## src/rtl/imm_encoder.sv

```systemverilog
// Two-stage instruction encoder: stage 1 packs fields and range-checks the
// immediate; stage 2 holds the encoded word for a valid/ready consumer.
module imm_encoder #(
  parameter int CNT_W = 16
) (
  input  logic             clk,
  input  logic             rst,
  input  logic             in_valid,
  output logic             in_ready,
  input  logic [2:0]       in_fmt,
  input  logic [6:0]       in_opcode,
  input  logic [4:0]       in_rd,
  input  logic [4:0]       in_rs1,
  input  logic [4:0]       in_rs2,
  input  logic [2:0]       in_funct3,
  input  logic [6:0]       in_funct7,
  input  logic [31:0]      in_imm,
  output logic             out_valid,
  input  logic             out_ready,
  output logic [31:0]      out_ir,
  output logic             out_err,
  output logic             err_sticky,
  input  logic             err_clr,
  output logic [CNT_W-1:0] enc_count
);

  typedef enum logic [2:0] {
    FMT_I = 3'd0,
    FMT_S = 3'd1,
    FMT_B = 3'd2,
    FMT_U = 3'd3,
    FMT_J = 3'd4,
    FMT_R = 3'd5
  } fmt_e;

  logic [31:0]      pack_ir;
  logic             pack_err;

  logic             s1_valid_q, s1_valid_d;
  logic [31:0]      s1_ir_q, s1_ir_d;
  logic             s1_err_q, s1_err_d;
  logic             out_valid_q, out_valid_d;
  logic [31:0]      out_ir_q, out_ir_d;
  logic             out_err_q, out_err_d;
  logic             err_sticky_q, err_sticky_d;
  logic [CNT_W-1:0] enc_count_q, enc_count_d;

  logic s2_load;
  logic s2_take;
  logic accept;

  // NOTE: every signal written in an always_comb gets a default first, so no
  // path through the case leaves it unassigned and no latch is inferred.
  always_comb begin
    pack_ir       = '0;
    pack_err      = 1'b0;
    pack_ir[6:0]  = in_opcode;
    case (fmt_e'(in_fmt))
      FMT_I: begin
        pack_ir[11:7]  = in_rd;
        pack_ir[14:12] = in_funct3;
        pack_ir[19:15] = in_rs1;
        pack_ir[31:20] = in_imm[11:0];
        pack_err       = in_imm[31:11] != {21{in_imm[31]}};
      end
      FMT_S: begin
        pack_ir[11:7]  = in_imm[4:0];
        pack_ir[14:12] = in_funct3;
        pack_ir[19:15] = in_rs1;
        pack_ir[24:20] = in_rs2;
        pack_ir[31:25] = in_imm[11:5];
        pack_err       = in_imm[31:11] != {21{in_imm[31]}};
      end
      FMT_B: begin
        pack_ir[7]     = in_imm[11];
        pack_ir[11:8]  = in_imm[4:1];
        pack_ir[14:12] = in_funct3;
        pack_ir[19:15] = in_rs1;
        pack_ir[24:20] = in_rs2;
        pack_ir[30:25] = in_imm[10:5];
        pack_ir[31]    = in_imm[12];
        pack_err       = (in_imm[31:12] != {20{in_imm[31]}}) || in_imm[0];
      end
      FMT_U: begin
        pack_ir[11:7]  = in_rd;
        pack_ir[31:12] = in_imm[31:12];
        pack_err       = |in_imm[11:0];
      end
      FMT_J: begin
        pack_ir[11:7]  = in_rd;
        pack_ir[19:12] = in_imm[19:12];
        pack_ir[20]    = in_imm[11];
        pack_ir[30:21] = in_imm[10:1];
        pack_ir[31]    = in_imm[20];
        pack_err       = (in_imm[31:20] != {12{in_imm[31]}}) || in_imm[0];
      end
      FMT_R: begin
        pack_ir[11:7]  = in_rd;
        pack_ir[14:12] = in_funct3;
        pack_ir[19:15] = in_rs1;
        pack_ir[24:20] = in_rs2;
        pack_ir[31:25] = in_funct7;
      end
      default: pack_err = 1'b1;
    endcase
  end

  // Stage 2 refills whenever it is empty or draining; stage 1 follows it.
  assign s2_load  = !out_valid_q || out_ready;
  assign s2_take  = s2_load && s1_valid_q;
  assign in_ready = !s1_valid_q || s2_load;
  assign accept   = in_valid && in_ready;

  always_comb begin
    s1_valid_d   = s1_valid_q;
    s1_ir_d      = s1_ir_q;
    s1_err_d     = s1_err_q;
    out_valid_d  = out_valid_q;
    out_ir_d     = out_ir_q;
    out_err_d    = out_err_q;
    err_sticky_d = err_sticky_q;
    enc_count_d  = enc_count_q;

    if (s2_load) s1_valid_d = 1'b0;
    if (accept) begin
      s1_valid_d = 1'b1;
      s1_ir_d    = pack_ir;
      s1_err_d   = pack_err;
    end

    if (s2_load) out_valid_d = s1_valid_q;
    if (s2_take) begin
      out_ir_d  = s1_ir_q;
      out_err_d = s1_err_q;
    end

    // A new error outranks a clear arriving in the same cycle.
    if (err_clr)             err_sticky_d = 1'b0;
    if (s2_take && s1_err_q) err_sticky_d = 1'b1;

    if (out_valid_q && out_ready) enc_count_d = enc_count_q + CNT_W'(1);
  end

  // NOTE: sequential state uses non-blocking assignments so every flop samples
  // the pre-edge value of its inputs regardless of process order.
  always_ff @(posedge clk or posedge rst) begin
    if (rst) begin
      s1_valid_q   <= 1'b0;
      out_valid_q  <= 1'b0;
      out_ir_q     <= '0;
      out_err_q    <= 1'b0;
      err_sticky_q <= 1'b0;
      enc_count_q  <= '0;
    end else begin
      s1_valid_q   <= s1_valid_d;
      out_valid_q  <= out_valid_d;
      out_ir_q     <= out_ir_d;
      out_err_q    <= out_err_d;
      err_sticky_q <= err_sticky_d;
      enc_count_q  <= enc_count_d;
    end
  end

  // NOTE: the stage-1 payload is left without reset; it is only consumed
  // when s1_valid_q is set, which the reset does clear.
  always_ff @(posedge clk) begin
    s1_ir_q  <= s1_ir_d;
    s1_err_q <= s1_err_d;
  end

  assign out_valid  = out_valid_q;
  assign out_ir     = out_ir_q;
  assign out_err    = out_err_q;
  assign err_sticky = err_sticky_q;
  assign enc_count  = enc_count_q;

endmodule

```

## config.mk

```make
export PLATFORM = sky130hd
export DESIGN_NAME = imm_encoder
export DESIGN_NICKNAME = d
export VERILOG_FILES = /design/src/rtl/imm_encoder.sv
export SDC_FILE = /design/constraint.sdc
export NUM_CORES = 1
export LEC_CHECK = 0
export CAP_MARGIN = 20
export CORE_AREA = 2 2 73 145
export CTS_CLUSTER_SIZE = 25
export DETAILED_ROUTE_END_ITERATION = 16
export DIE_AREA = 0 0 75 147
export PLACE_DENSITY = 0.77
export REMOVE_ABC_BUFFERS = 1
export SLEW_MARGIN = 30
export SYNTH_ARGS = -nofsm -noshare
export SYNTH_HDL_FRONTEND = slang
export SYNTH_SLANG_ARGS = --single-unit
export TNS_END_PERCENT = 10
```

## constraint.sdc

```tcl
create_clock -name clk -period 4.9 [get_ports clk]
set_clock_uncertainty 0.2 [all_clocks]
set_input_delay 0.98 -clock clk [delete_from_list [all_inputs] [get_ports clk]]
set_output_delay 0.98 -clock clk [all_outputs]
set_load 0.02 [all_outputs]
```

==> load_flow_metrics.sql <==
INSERT INTO impl_metrics (metric_group, metric, value, unit) VALUES
('outcome', 'run_status', 'complete, no violations', ''),
('floorplan', 'start_util', '39.2', '%'),
('sta', 'minimum_setup_slack_in_the_final_design', '1.47', 'ns'),
('clocking', 'tritoncts_clock_tree', 'yes', ''),
('synth', 'synth.top_cells.by_area', 'sky130_fd_sc_hd__dfrtp_1 (33%), sky130_fd_sc_hd__edfxtp_1 (25%), sky130_fd_sc_hd__mux2_1 (11%)', ''),
('sta', 'timing.final.setup_violations', '0', ''),
('setup_path', 'path_delay_family', 'buffers and inverters', ''),
('floorplan', 'placement_rows', '52', ''),
('run', 'timing.max_cap.violations', '0', ''),
('min_path', 'holdPathStages', '1', ''),
('cells_and_area', 'post_route_cells_drive_above_1_share', '7.11', '%'),
('detailed_routing', 'vias_per_cell', '5.40', ''),
('place', 'dpl.hpwl', '6880', 'um'),
('min_path', 'timing.hold.worst.class', 'register to register', ''),
('detailed_routing', 'detail_route.wirelength', '9500', 'um'),
('power_and_ir_drop', 'total_power', '2.06', 'mW'),
('power_and_ir_drop', 'irDropWorstVdd', '0.208', 'mV'),
('setup_path', 'worst-setup-path-type', 'input pin to output port', ''),
('setup_path', 'crit_arrival', '2.25', 'ns'),
('clocking', 'post_cts.resized_instances', '0', ''),
('floorplan', 'die_h', '147', 'um'),
('setup_path', 'path_buf_inv', '2', ''),
('sta', 'maxClockFrequency', '291', 'MHz'),
('place', 'detailedPlace.worstSlack', '1.43', 'ns'),
('min_path', 'hold_path_end', 'out_ir[31]', ''),
('detailed_routing', 'drtAntennaViolNets', '0', ''),
('setup_path', 'cpPeakStageDelay', '0.61', 'ns'),
('place', 'port-buffer-count', '123', ''),
('setup_path', 'timing.critical_path.fanout_max', '4', ''),
('min_path', 'hold_path_startpoint', 's1_ir_q[31]', ''),
('global_route', 'track_usage', '18.2', '%'),
('cells_and_area', 'fill_cells', '855', ''),
('sta', 'slew_viol_final', '0', ''),
('sta', 'timing.max_slew.rel_slack', '46.5', '%'),
('power_and_ir_drop', 'sequentialPowerShare', '44.6', '%'),
('sta', 'finalWorstPathRequiredPeriod', '3.43', 'ns'),
('clocking', 'cts_hold_repair.buffers', '0', ''),
('detailed_routing', 'routed_wire_length_per_instance', '16.6', 'um'),
('sta', 'worst_slew_pin_slew', '0.799', 'ns'),
('setup_path', 'worstReg2RegStart', 'out_valid', ''),
('synth', 'syn-instance-count', '308', ''),
('place', 'place.detailed.instances', '555', ''),
('clocking', 'clock_sinks', '85', ''),
('power_and_ir_drop', 'static-leakage-power', '2.08', 'nW'),
('setup_path', 'capture_instance_of_the_worst_register_to_register_path', 'enc_count[14]', ''),
('sta', 'grt_setup_unrepaired', 'false', ''),
('global_route', 'grt_overflow', '0', ''),
('global_route', 'via_count_of_the_first_global_routing_pass', '3038', ''),
('detailed_routing', 'drt_first_pass_iters', '4', ''),
('clocking', 'cts-root-buf', 'sky130_fd_sc_hd__clkbuf_16', ''),
('sta', 'finalSetupTns', '0', 'ns'),
('clocking', 'clk_transition_reported_paths', '0.06', 'ns'),
('detailed_routing', 'drc', '0', ''),
('setup_path', 'worst-endpoint-required', '3.72', 'ns'),
('sta', 'final_hold_viol_count', '0', ''),
('global_route', 'grt_start_max_net_pins', '36', ''),
('clocking', 'cts_max_level', '3', ''),
('synth', 'yosys_most_used_dff', 'sky130_fd_sc_hd__dfrtp_1', ''),
('synth', 'yosysWarningCount', '0', ''),
('setup_path', 'crit_chain', 'clkdlybuf4s50_1 > nand3b_1 > clkdlybuf4s50_1', ''),
('cells_and_area', 'instances_no_fill', '571', ''),
('synth', 'synth_sequential_area_ratio', '58.8', '%'),
('setup_path', 'crit_start', 'out_ready', ''),
('cells_and_area', 'syn_to_final_growth', '41.9', '%'),
('power_and_ir_drop', 'cell_internal_pwr', '1.47', 'mW'),
('cells_and_area', 'nets', '504', ''),
('clocking', 'tritoncts_buffers', '9', ''),
('global_route', 'grt_pass1_wl', '15200', 'um'),
('power_and_ir_drop', 'switching_share', '28.5', '%'),
('sta', 'hold-worst-slack', '0.250', 'ns'),
('setup_path', 'crit_top_cell', 'sky130_fd_sc_hd__clkdlybuf4s50_1', '');
state kept, by name, summed over array words and instances, names as in the netlist:
register    count
s1_ir_q        32
err_sticky      1
s1_valid_q      1
out_valid       1
out_err         1
out_ir         32
enc_count      16
s1_err_q        1
per-layer routing:
| layer | share of wire [%] | GRT usage (%) | routed length, um | up-vias |
|---|---|---|---|---|
| met1 | 40 | 23.2 | 3830 | 1472 |
| li1 | - | - | - | 1434 |
| met5 | 0 | 0 | 0 | - |
| met3 | 9.0 | 5.08 | 858 | 17 |
| met2 | 49 | 29.2 | 4640 | 160 |
| met4 | 1.8 | 5.89 | 174 | 0 |
placed cells by master, fill, tap and decap left out, types with 3 or more instances in the layout:
master / synthesis / layout
sky130_fd_sc_hd__nand3_1: 10 / 10
sky130_fd_sc_hd__a211oi_1: 6 / 6
sky130_fd_sc_hd__or4_1: 4 / 4
sky130_fd_sc_hd__nor2_1: 14 / 14
sky130_fd_sc_hd__o21ai_1: 8 / 8
sky130_fd_sc_hd__a21oi_1: 16 / 16
sky130_fd_sc_hd__mux2_1: 39 / 39
sky130_fd_sc_hd__nand2b_1: 4 / 4
sky130_fd_sc_hd__inv_2: 2 / 3
sky130_fd_sc_hd__nand2_1: 15 / 15
sky130_fd_sc_hd__a221oi_1: 12 / 12
sky130_fd_sc_hd__edfxtp_1: 33 / 33
sky130_fd_sc_hd__mux2i_1: 3 / 3
sky130_fd_sc_hd__dfrtp_1: 52 / 52
sky130_fd_sc_hd__nand4_1: 7 / 7
sky130_fd_sc_hd__o22ai_1: 7 / 7
sky130_fd_sc_hd__a22oi_1: 18 / 18
sky130_fd_sc_hd__buf_4: 0 / 6
sky130_fd_sc_hd__clkbuf_16: 0 / 9
sky130_fd_sc_hd__clkdlybuf4s50_1: 0 / 122
sky130_fd_sc_hd__xnor2_1: 13 / 13
kinds of logic after synthesis:
group / synth area share [%]
AND/OR/NAND/NOR: 9.82
XOR/XNOR: 3.37
flip-flops: 58.8
AO/OA/AOI/OAI: 12.9
buffers and inverters: 2.47
adder cells (fa/ha/maj): 0.321
multiplexers: 12.3
cells in the mapped netlist (3+ instances only):
library cell	n
sky130_fd_sc_hd__dfrtp_1	52
sky130_fd_sc_hd__mux2_1	39
sky130_fd_sc_hd__edfxtp_1	33
sky130_fd_sc_hd__a22oi_1	18
sky130_fd_sc_hd__a21oi_1	16
sky130_fd_sc_hd__nand2_1	15
sky130_fd_sc_hd__nor2_1	14
sky130_fd_sc_hd__xnor2_1	13
sky130_fd_sc_hd__a221oi_1	12
sky130_fd_sc_hd__clkbuf_1	10
sky130_fd_sc_hd__nand3_1	10
sky130_fd_sc_hd__o21ai_1	8
sky130_fd_sc_hd__nand4_1	7
sky130_fd_sc_hd__o22ai_1	7
sky130_fd_sc_hd__a211oi_1	6
sky130_fd_sc_hd__buf_2	5
sky130_fd_sc_hd__nand2b_1	4
sky130_fd_sc_hd__or4_1	4
sky130_fd_sc_hd__inv_1	3
sky130_fd_sc_hd__mux2i_1	3
through the flow:
step           cell area, um^2  utilization, %
2_1_floorplan             3820               -
3_3_place_gp              5270            52.9
3_5_place_dp              5260            52.8
4_1_cts                   5530            55.5
5_1_grt                   5530            55.5
6_report                  5530            55.5
power by group through the flow:
stage               clock, mW  sequential (mW)  combinational [mW]
floorplan                   0             1.02               0.148
global placement            0            0.930               0.521
detailed placement          0            0.933               0.530
CTS                     0.632            0.920               0.533
global route            0.662            0.934               0.565
finish                  0.616            0.919               0.526
area by class of cell:
cell class	count	area, um^2	area share, %
well taps	135	169	3.05
flip-flops and latches	85	2290	41.5
clock inverters	4	22.5	0.407
inverters	5	18.8	0.339
multi-input cells	201	1510	27.3
repair buffers	129	1270	23.0
clock buffers	12	246	4.46
worst max-delay path by stage:
| stage | depth (start not counted) | slack [ns] | endpoint |
|---|---|---|---|
| final | 3 | 1.47 | in_ready |
| after global routing | 3 | 1.38 | in_ready |
| after CTS | 3 | 1.46 | in_ready |
| after detailed placement | 6 | 1.43 | s1_err_q |
| after global placement | 3 | 1.51 | in_ready |
| after floorplan | 2 | 2.21 | s1_err_q |
Power figures use the tool's default switching activity.
